## src/rtl/mic_buf_readout_ctrl.sv

```systemverilog
// Readout scheduler for per-channel ping-pong mic buffers: walks all channels' completed
// buffers channel-major and streams samples over valid/ready. Define MIC_READOUT_HDR_EN for a per-frame header beat.
module mic_buf_readout_ctrl #(
  parameter int N_MICS          = 1,
  parameter int DATA_WIDTH      = 16,
  parameter int SAMPLES_PER_BUF = 256,
  parameter int ADDR_WIDTH      = $clog2(SAMPLES_PER_BUF),
  parameter int CH_W            = $clog2(N_MICS > 1 ? N_MICS : 2)
) (
  input  logic                              clk_i,
  input  logic                              rst_i,
  input  logic                              buf_ready_pulse_i,
  output logic [ADDR_WIDTH-1:0]             rd_addr_o,
  output logic [N_MICS-1:0]                 rd_en_o,
  input  logic [N_MICS-1:0][DATA_WIDTH-1:0] rd_data_i,
  input  logic [N_MICS-1:0]                 rd_data_valid_i,
  output logic                              out_valid_o,
  input  logic                              out_ready_i,
  output logic [DATA_WIDTH-1:0]             out_data_o,
  output logic [CH_W-1:0]                   out_ch_o,
  output logic [ADDR_WIDTH-1:0]             out_idx_o,
  output logic                              out_last_o,
  output logic                              out_hdr_o,
  output logic                              busy_o,
  output logic                              overrun_o,
  input  logic                              overrun_clr_i
);

`ifdef MIC_READOUT_HDR_EN
  localparam bit HDR_EN = 1'b1;
`else
  localparam bit HDR_EN = 1'b0;
`endif

  localparam logic [ADDR_WIDTH-1:0] LAST_ADDR = ADDR_WIDTH'(SAMPLES_PER_BUF - 1);
  localparam logic [CH_W-1:0]       LAST_CH   = CH_W'(N_MICS - 1);

  typedef enum logic [1:0] {S_IDLE, S_HDR, S_ISSUE, S_DRAIN} state_e;

  typedef struct packed {
    logic [DATA_WIDTH-1:0] data;
    logic [CH_W-1:0]       ch;
    logic [ADDR_WIDTH-1:0] idx;
    logic                  last;
    logic                  hdr;
  } beat_t;

  state_e                state_q, state_d;
  logic [CH_W-1:0]       ch_q, ch_d;
  logic [ADDR_WIDTH-1:0] addr_q, addr_d;
  logic                  inflight_q, inflight_d;
  logic [CH_W-1:0]       if_ch_q, if_ch_d;
  logic [ADDR_WIDTH-1:0] if_idx_q, if_idx_d;
  logic                  if_last_q, if_last_d;
  beat_t                 fifo_q [2];
  beat_t                 fifo_d [2];
  logic                  wr_ptr_q, wr_ptr_d;
  logic                  rd_ptr_q, rd_ptr_d;
  logic [1:0]            count_q, count_d;
  logic                  busy_q, busy_d;
  logic                  overrun_q, overrun_d;
  logic                  last_done_q, last_done_d;
  logic [DATA_WIDTH-1:0] frame_cnt_q, frame_cnt_d;

  beat_t                 head;
  beat_t                 push_beat;
  logic                  push, pop, issue, start, ret_valid;
  logic [2:0]            occ;
  logic [DATA_WIDTH-1:0] ret_data;
  logic [N_MICS-1:0]     if_mask;

  // Handshake: a beat moves on a cycle where out_valid_o && out_ready_i; while valid is
  // high and ready is low the head entry, and therefore every out_* field, is held.
  assign head        = fifo_q[rd_ptr_q];
  assign out_valid_o = (count_q != 2'd0);
  assign out_data_o  = head.data;
  assign out_ch_o    = head.ch;
  assign out_idx_o   = head.idx;
  assign out_last_o  = head.last;
  assign out_hdr_o   = head.hdr;
  assign busy_o      = busy_q;
  assign overrun_o   = overrun_q;
  assign rd_addr_o   = addr_q;

  always_comb begin
    pop   = out_valid_o && out_ready_i;
    start = buf_ready_pulse_i && (state_q == S_IDLE);
    // The head counts as free when it leaves this cycle, so reads keep pace at one beat per cycle.
    occ   = {1'b0, count_q} - {2'b00, pop} + {2'b00, inflight_q};
    issue = (state_q == S_ISSUE) && !rst_i && (occ < 3'd2);

    rd_en_o   = '0;
    ret_data  = '0;
    ret_valid = 1'b0;
    if_mask   = '0;
    for (int i = 0; i < N_MICS; i++) begin
      rd_en_o[i] = issue && (ch_q == CH_W'(i));
      if (if_ch_q == CH_W'(i)) begin
        ret_data   = rd_data_i[i];
        ret_valid  = inflight_q && rd_data_valid_i[i];
        if_mask[i] = inflight_q;
      end
    end

    push_beat = '0;
    push      = 1'b0;
    if (start && HDR_EN) begin
      push           = 1'b1;
      push_beat.data = frame_cnt_q;
      push_beat.hdr  = 1'b1;
    end else if (ret_valid) begin
      push           = 1'b1;
      push_beat.data = ret_data;
      push_beat.ch   = if_ch_q;
      push_beat.idx  = if_idx_q;
      push_beat.last = if_last_q;
    end

    fifo_d   = fifo_q;
    wr_ptr_d = wr_ptr_q;
    rd_ptr_d = rd_ptr_q;
    if (push) begin
      fifo_d[wr_ptr_q] = push_beat;
      wr_ptr_d         = ~wr_ptr_q;
    end
    if (pop) rd_ptr_d = ~rd_ptr_q;
    count_d = count_q + {1'b0, push} - {1'b0, pop};

    inflight_d = issue;
    if_ch_d    = issue ? ch_q : if_ch_q;
    if_idx_d   = issue ? addr_q : if_idx_q;
    if_last_d  = issue ? ((ch_q == LAST_CH) && (addr_q == LAST_ADDR)) : if_last_q;

    frame_cnt_d = frame_cnt_q;
    last_done_d = last_done_q;
    if (pop && head.last) begin
      frame_cnt_d = frame_cnt_q + DATA_WIDTH'(1);
      last_done_d = 1'b1;
    end

    overrun_d = overrun_q;
    if (buf_ready_pulse_i && busy_q) overrun_d = 1'b1;
    else if (overrun_clr_i)          overrun_d = 1'b0;

    state_d = state_q;
    ch_d    = ch_q;
    addr_d  = addr_q;
    busy_d  = busy_q;
    case (state_q)
      S_IDLE: begin
        if (start) begin
          state_d     = HDR_EN ? S_HDR : S_ISSUE;
          ch_d        = '0;
          addr_d      = '0;
          busy_d      = 1'b1;
          last_done_d = 1'b0;
        end
      end
      S_HDR: begin
        if (pop) state_d = S_ISSUE;
      end
      S_ISSUE: begin
        if (issue) begin
          if (addr_q == LAST_ADDR) begin
            addr_d = '0;
            if (ch_q == LAST_CH) state_d = S_DRAIN;
            else                 ch_d    = ch_q + CH_W'(1);
          end else begin
            addr_d = addr_q + ADDR_WIDTH'(1);
          end
        end
      end
      S_DRAIN: begin
        if ((count_q == 2'd0) && !inflight_q && last_done_q) begin
          state_d = S_IDLE;
          busy_d  = 1'b0;
        end
      end
      default: state_d = S_IDLE;
    endcase
  end

  always_ff @(posedge clk_i) begin
    if (rst_i) begin
      state_q     <= S_IDLE;
      ch_q        <= '0;
      addr_q      <= '0;
      inflight_q  <= 1'b0;
      if_ch_q     <= '0;
      if_idx_q    <= '0;
      if_last_q   <= 1'b0;
      fifo_q      <= '{default: '0};
      wr_ptr_q    <= 1'b0;
      rd_ptr_q    <= 1'b0;
      count_q     <= 2'd0;
      busy_q      <= 1'b0;
      overrun_q   <= 1'b0;
      last_done_q <= 1'b0;
      frame_cnt_q <= '0;
    end else begin
      state_q     <= state_d;
      ch_q        <= ch_d;
      addr_q      <= addr_d;
      inflight_q  <= inflight_d;
      if_ch_q     <= if_ch_d;
      if_idx_q    <= if_idx_d;
      if_last_q   <= if_last_d;
      fifo_q      <= fifo_d;
      wr_ptr_q    <= wr_ptr_d;
      rd_ptr_q    <= rd_ptr_d;
      count_q     <= count_d;
      busy_q      <= busy_d;
      overrun_q   <= overrun_d;
      last_done_q <= last_done_d;
      frame_cnt_q <= frame_cnt_d;
    end
  end

  a_rd_en_onehot0: assert property (@(posedge clk_i) disable iff (rst_i) $onehot0(rd_en_o));
  a_no_push_full:  assert property (@(posedge clk_i) disable iff (rst_i) push |-> (count_q != 2'd2));
  a_valid_matches: assert property (@(posedge clk_i) disable iff (rst_i)
                                    ((rd_data_valid_i & ~if_mask) == '0));

endmodule

```

## config.mk

```make
export PLATFORM = sky130hd
export DESIGN_NAME = mic_buf_readout_ctrl
export DESIGN_NICKNAME = d
export VERILOG_FILES = /design/src/rtl/mic_buf_readout_ctrl.sv
export SDC_FILE = /design/constraint.sdc
export NUM_CORES = 1
export LEC_CHECK = 0
export BUFFER_PORTS_ARGS = -buffer_cell sky130_fd_sc_hd__buf_2
export CAP_MARGIN = 20
export CORE_UTILIZATION = 40
export CTS_CLUSTER_DIAMETER = 30
export CTS_CLUSTER_SIZE = 25
export DETAILED_ROUTE_END_ITERATION = 12
export PLACE_DENSITY = 0.58
export SETUP_SLACK_MARGIN = 0.1
export SLEW_MARGIN = 10
export SYNTH_ARGS = -nofsm -noshare
export SYNTH_HDL_FRONTEND = slang
export SYNTH_SLANG_ARGS = --single-unit
```

## constraint.sdc

```tcl
create_clock -name clk_i -period 3.7 [get_ports clk_i]
set_input_delay 0.185 -clock clk_i [delete_from_list [all_inputs] [get_ports clk_i]]
set_output_delay 0.185 -clock clk_i [all_outputs]
set_load 0.005 [all_outputs]
```

==> results.md <==
| Metric | This run | Unit |
|---|---|---|
| DIE AREA | 8510 | um^2 |
| Internal Pwr Total | 0.00130 | W |
| Avg WL per Cell | 13.1 | um |
| Sequential cell area fraction in the yosys report | 0.473 | - |
| Number of setup violations in the final report | 0 | - |
| CTS tree | done | - |
| Category of the critical setup timing path | flop to output pin | - |
| Final estimated routing congestion in global placement | 0.769 | - |
| Number of I/O pins | 61 | - |
| Run status | completed | - |
| Switching power total | 0.000531 | W |
| Areal power density over the cells | 485 | nW/um^2 |
| Comb power frac | 0.184 | - |
| Slew at the pin closest to its max-slew limit | 1.04 | ns |
| # H-tree levels | 3 | - |
| Post-cts sizing count | 0 | - |
| Fraction of final layout cells sized beyond drive strength 1 | 0.249 | - |
| Die height | 92.3 | um |
| Share of total power consumed by net switching | 0.290 | - |
| Fraction of registers with async set/reset | 0 | - |
| GR Overflow Total | 0 | - |
| Critical Path Sink Type | output pin | - |
| Data arrival, critical path | 2.97 | ns |
| Number of failing hold endpoints at the final stage | 0 | - |
| Minimum clock period after layout | 3.15 | ns |
| Highest Clock Rate | 317 | MHz |
| Synth-to-layout area growth | 15.8 | % |
| # nets final | 458 | - |
| Mapped Area | 3260 | um^2 |
| Reported leakage power | 1.47 | nW |
| Unique cell type count in the Yosys netlist | 43 | - |
| Clock root cell | clkbuf_8 | - |
| Filler Cells Inserted | 788 | - |
| Yosys warns | 0 | - |
| Buffers inserted during post-CTS setup optimization | 0 | - |
| Max_slew headroom | 0.308 | - |
| Clock-pin slew on the worst setup and hold paths | 0.08 | ns |
| Total count of max-transition violations in the final report | 0 | - |
| Gr usage total | 0.174 | - |
| TritonRoute pass-1 iters | 4 | - |
| Final ANT Viol Nets | 0 | - |
| Diodes inserted | 0 | - |
| Vias per Instance | 4.95 | - |
| Part of the power in the clock network | 0.308 | - |
| Peak ir drop on the vdd network | 0.259 | mV |
| DRC violation count after routing | 0 | - |
| Post-Syn Instances | 386 | - |
| Tcrit/Tclk final | 0.852 | - |
| Global-route wire length before repair | 11,600 | um |
| Number of enable flip-flop cells after synthesis | 0 | - |
| Most frequently used flop master after synthesis | dfxtp_1 | - |
| Setup repair after global routing missed its margin | no | - |
| Max Clock Skew | 0.00720 | ns |
| # clock sinks | 77 | - |
| Minimum hold slack | 0.0803 | ns |
| DPL Wire Length | 4370 | um |
| Mean post-synth cell area | 8.44 | um^2 |
| DRT iter0 DRCs | 78 | - |
| Routed wire length | 7060 | um |
| Worst-path fanout max | 9 | - |
| Effective utilization at floorplan | 0.417 | - |
| Count of state elements after synthesis | 77 | - |
| Overall via count from detail_route | 2,670 | - |
| Maximum number of pins on one net before global-route repair | 73 | - |
| Register share of total power | 0.507 | - |
| Core Area | 7810 | um^2 |
| Chip width | 92.3 | um |
| Number of buffers on the longest clock path | 2 | - |
| Initial antenna violation count | 0 | - |
| Core Rows | 32 | - |
| TritonCTS Buffers | 9 | - |
| Worst skew pair latency | 0.35 | ns |
| Worst endpoint required time | 3.51 | ns |
| # hold bufs at CTS | 0 | - |
| Number of global-route vias before repair | 2,451 | - |
| Count of buffers from port buffering | 58 | - |
| Final design utilization | 0.483 | - |
| Final setup TNS | 0 | ns |
| Worst Hold Class | primary input to flop | - |
| # Max-Cap Violations | 0 | - |
| Critical path launch point type | flop | - |
[synth_stat cells (all sizes together) (3+ instances only)]
library cell | n | area (um^2)
clkbuf | 19 | 71.3
nor2b | 3 | 18.8
a211oi | 3 | 22.5
o21ai | 7 | 35.0
xnor2 | 5 | 51.3
a21oi | 62 | 314
buf | 9 | 66.3
or3 | 3 | 18.8
mux2 | 25 | 282
nor2 | 16 | 60.1
mux2i | 8 | 80.1
nand3 | 3 | 15.0
dfxtp | 77 | 1540
inv | 3 | 11.3
nand2 | 112 | 420
[cell type report]
class                   instances  area, um^2  area share
repair buffers                 63         343      0.0909
multi-input cells             279        1570       0.417
flip-flops and latches         77        1540       0.409
clock buffers                  11         151      0.0401
clock inverters                 4        23.8     0.00630
well taps                     102         128      0.0338
inverters                       3        11.3     0.00299
[critical path, cell delays in order, from the launching register on]
cell and delay, ns:
dfxtp_1 0.50, o21a_1 0.34, nor2b_1 0.24, o21ai_0 0.14
fa_1 0.48, and4bb_1 0.32, and2_1 0.40, buf_2 0.20
[kinds of logic after synthesis]
| kind of cell | after synthesis | share of synthesized area |
|---|---|---|
| buf+inv | 31 | 0.0457 |
| other cells | 1 | 0.00115 |
| xor+xnor | 6 | 0.0184 |
| simple gates | 156 | 0.207 |
| fa+ha+maj | 3 | 0.0138 |
| compound gates | 79 | 0.129 |
| mux | 33 | 0.111 |
| flops | 77 | 0.473 |
[final timing paths]
path / from / to / slack [ns] / cells past startpoint
worst min register to register: fifo_q[23] / fifo_q[23] / 0.45 / 2
worst max register to register: count_q[1] / if_idx_q[0] / 0.66 / 9
worst min-delay path: rd_data_i[7] / fifo_q[45] / 0.08 / 3
worst max-delay path: count_q[1] / rd_en_o / 0.55 / 7
[metrics by stage]
step                instances  setup WS [ns]  instance area, um^2  power, W
floorplan                 387           1.04                 3260   0.00119
global placement          522          0.721                 3570   0.00128
detailed placement        522          0.652                 3570   0.00128
CTS                       537          0.523                 3740   0.00186
global route              539          0.347                 3770   0.00192
finish                    539          0.548                 3770   0.00183
[cells in the final DEF (no fill, tap or decap), drive strengths merged, types with 4 or more instances in the layout]
| cell type | count |
|---|---|
| mux2 | 25 |
| nand2 | 112 |
| nor2 | 16 |
| a21oi | 62 |
| buf | 63 |
| o21ai | 7 |
| mux2i | 8 |
| clkbuf | 11 |
| xnor2 | 5 |
| dfxtp | 77 |
| clkinv | 4 |
[per-layer routing]
| metal | global-route usage | share of wire |
|---|---|---|
| met1 | 0.224 | 0.49 |
| met2 | 0.275 | 0.45 |
| met3 | 0.0506 | 0.044 |
| met4 | 0.0625 | 0.013 |
| met5 | 0 | 0 |
[registers in the layout, indices dropped and copies added (netlist names), 2 cells and up]
| register | count |
|---|---|
| count_q | 2 |
| state_q | 2 |
| rd_addr_o | 8 |
| if_idx_q | 8 |
| fifo_q | 50 |
[power groups by stage]
stage	Sequential [W]	Clock, W	Combinational (W)
2_1_floorplan	0.000911	0	0.000283
3_3_place_gp	0.000948	0	0.000331
3_5_place_dp	0.000950	0	0.000333
4_1_cts	0.000931	0.000591	0.000336
5_1_grt	0.000937	0.000615	0.000371
6_report	0.000929	0.000565	0.000337
Note: power is estimated with default switching activity, not from simulation.
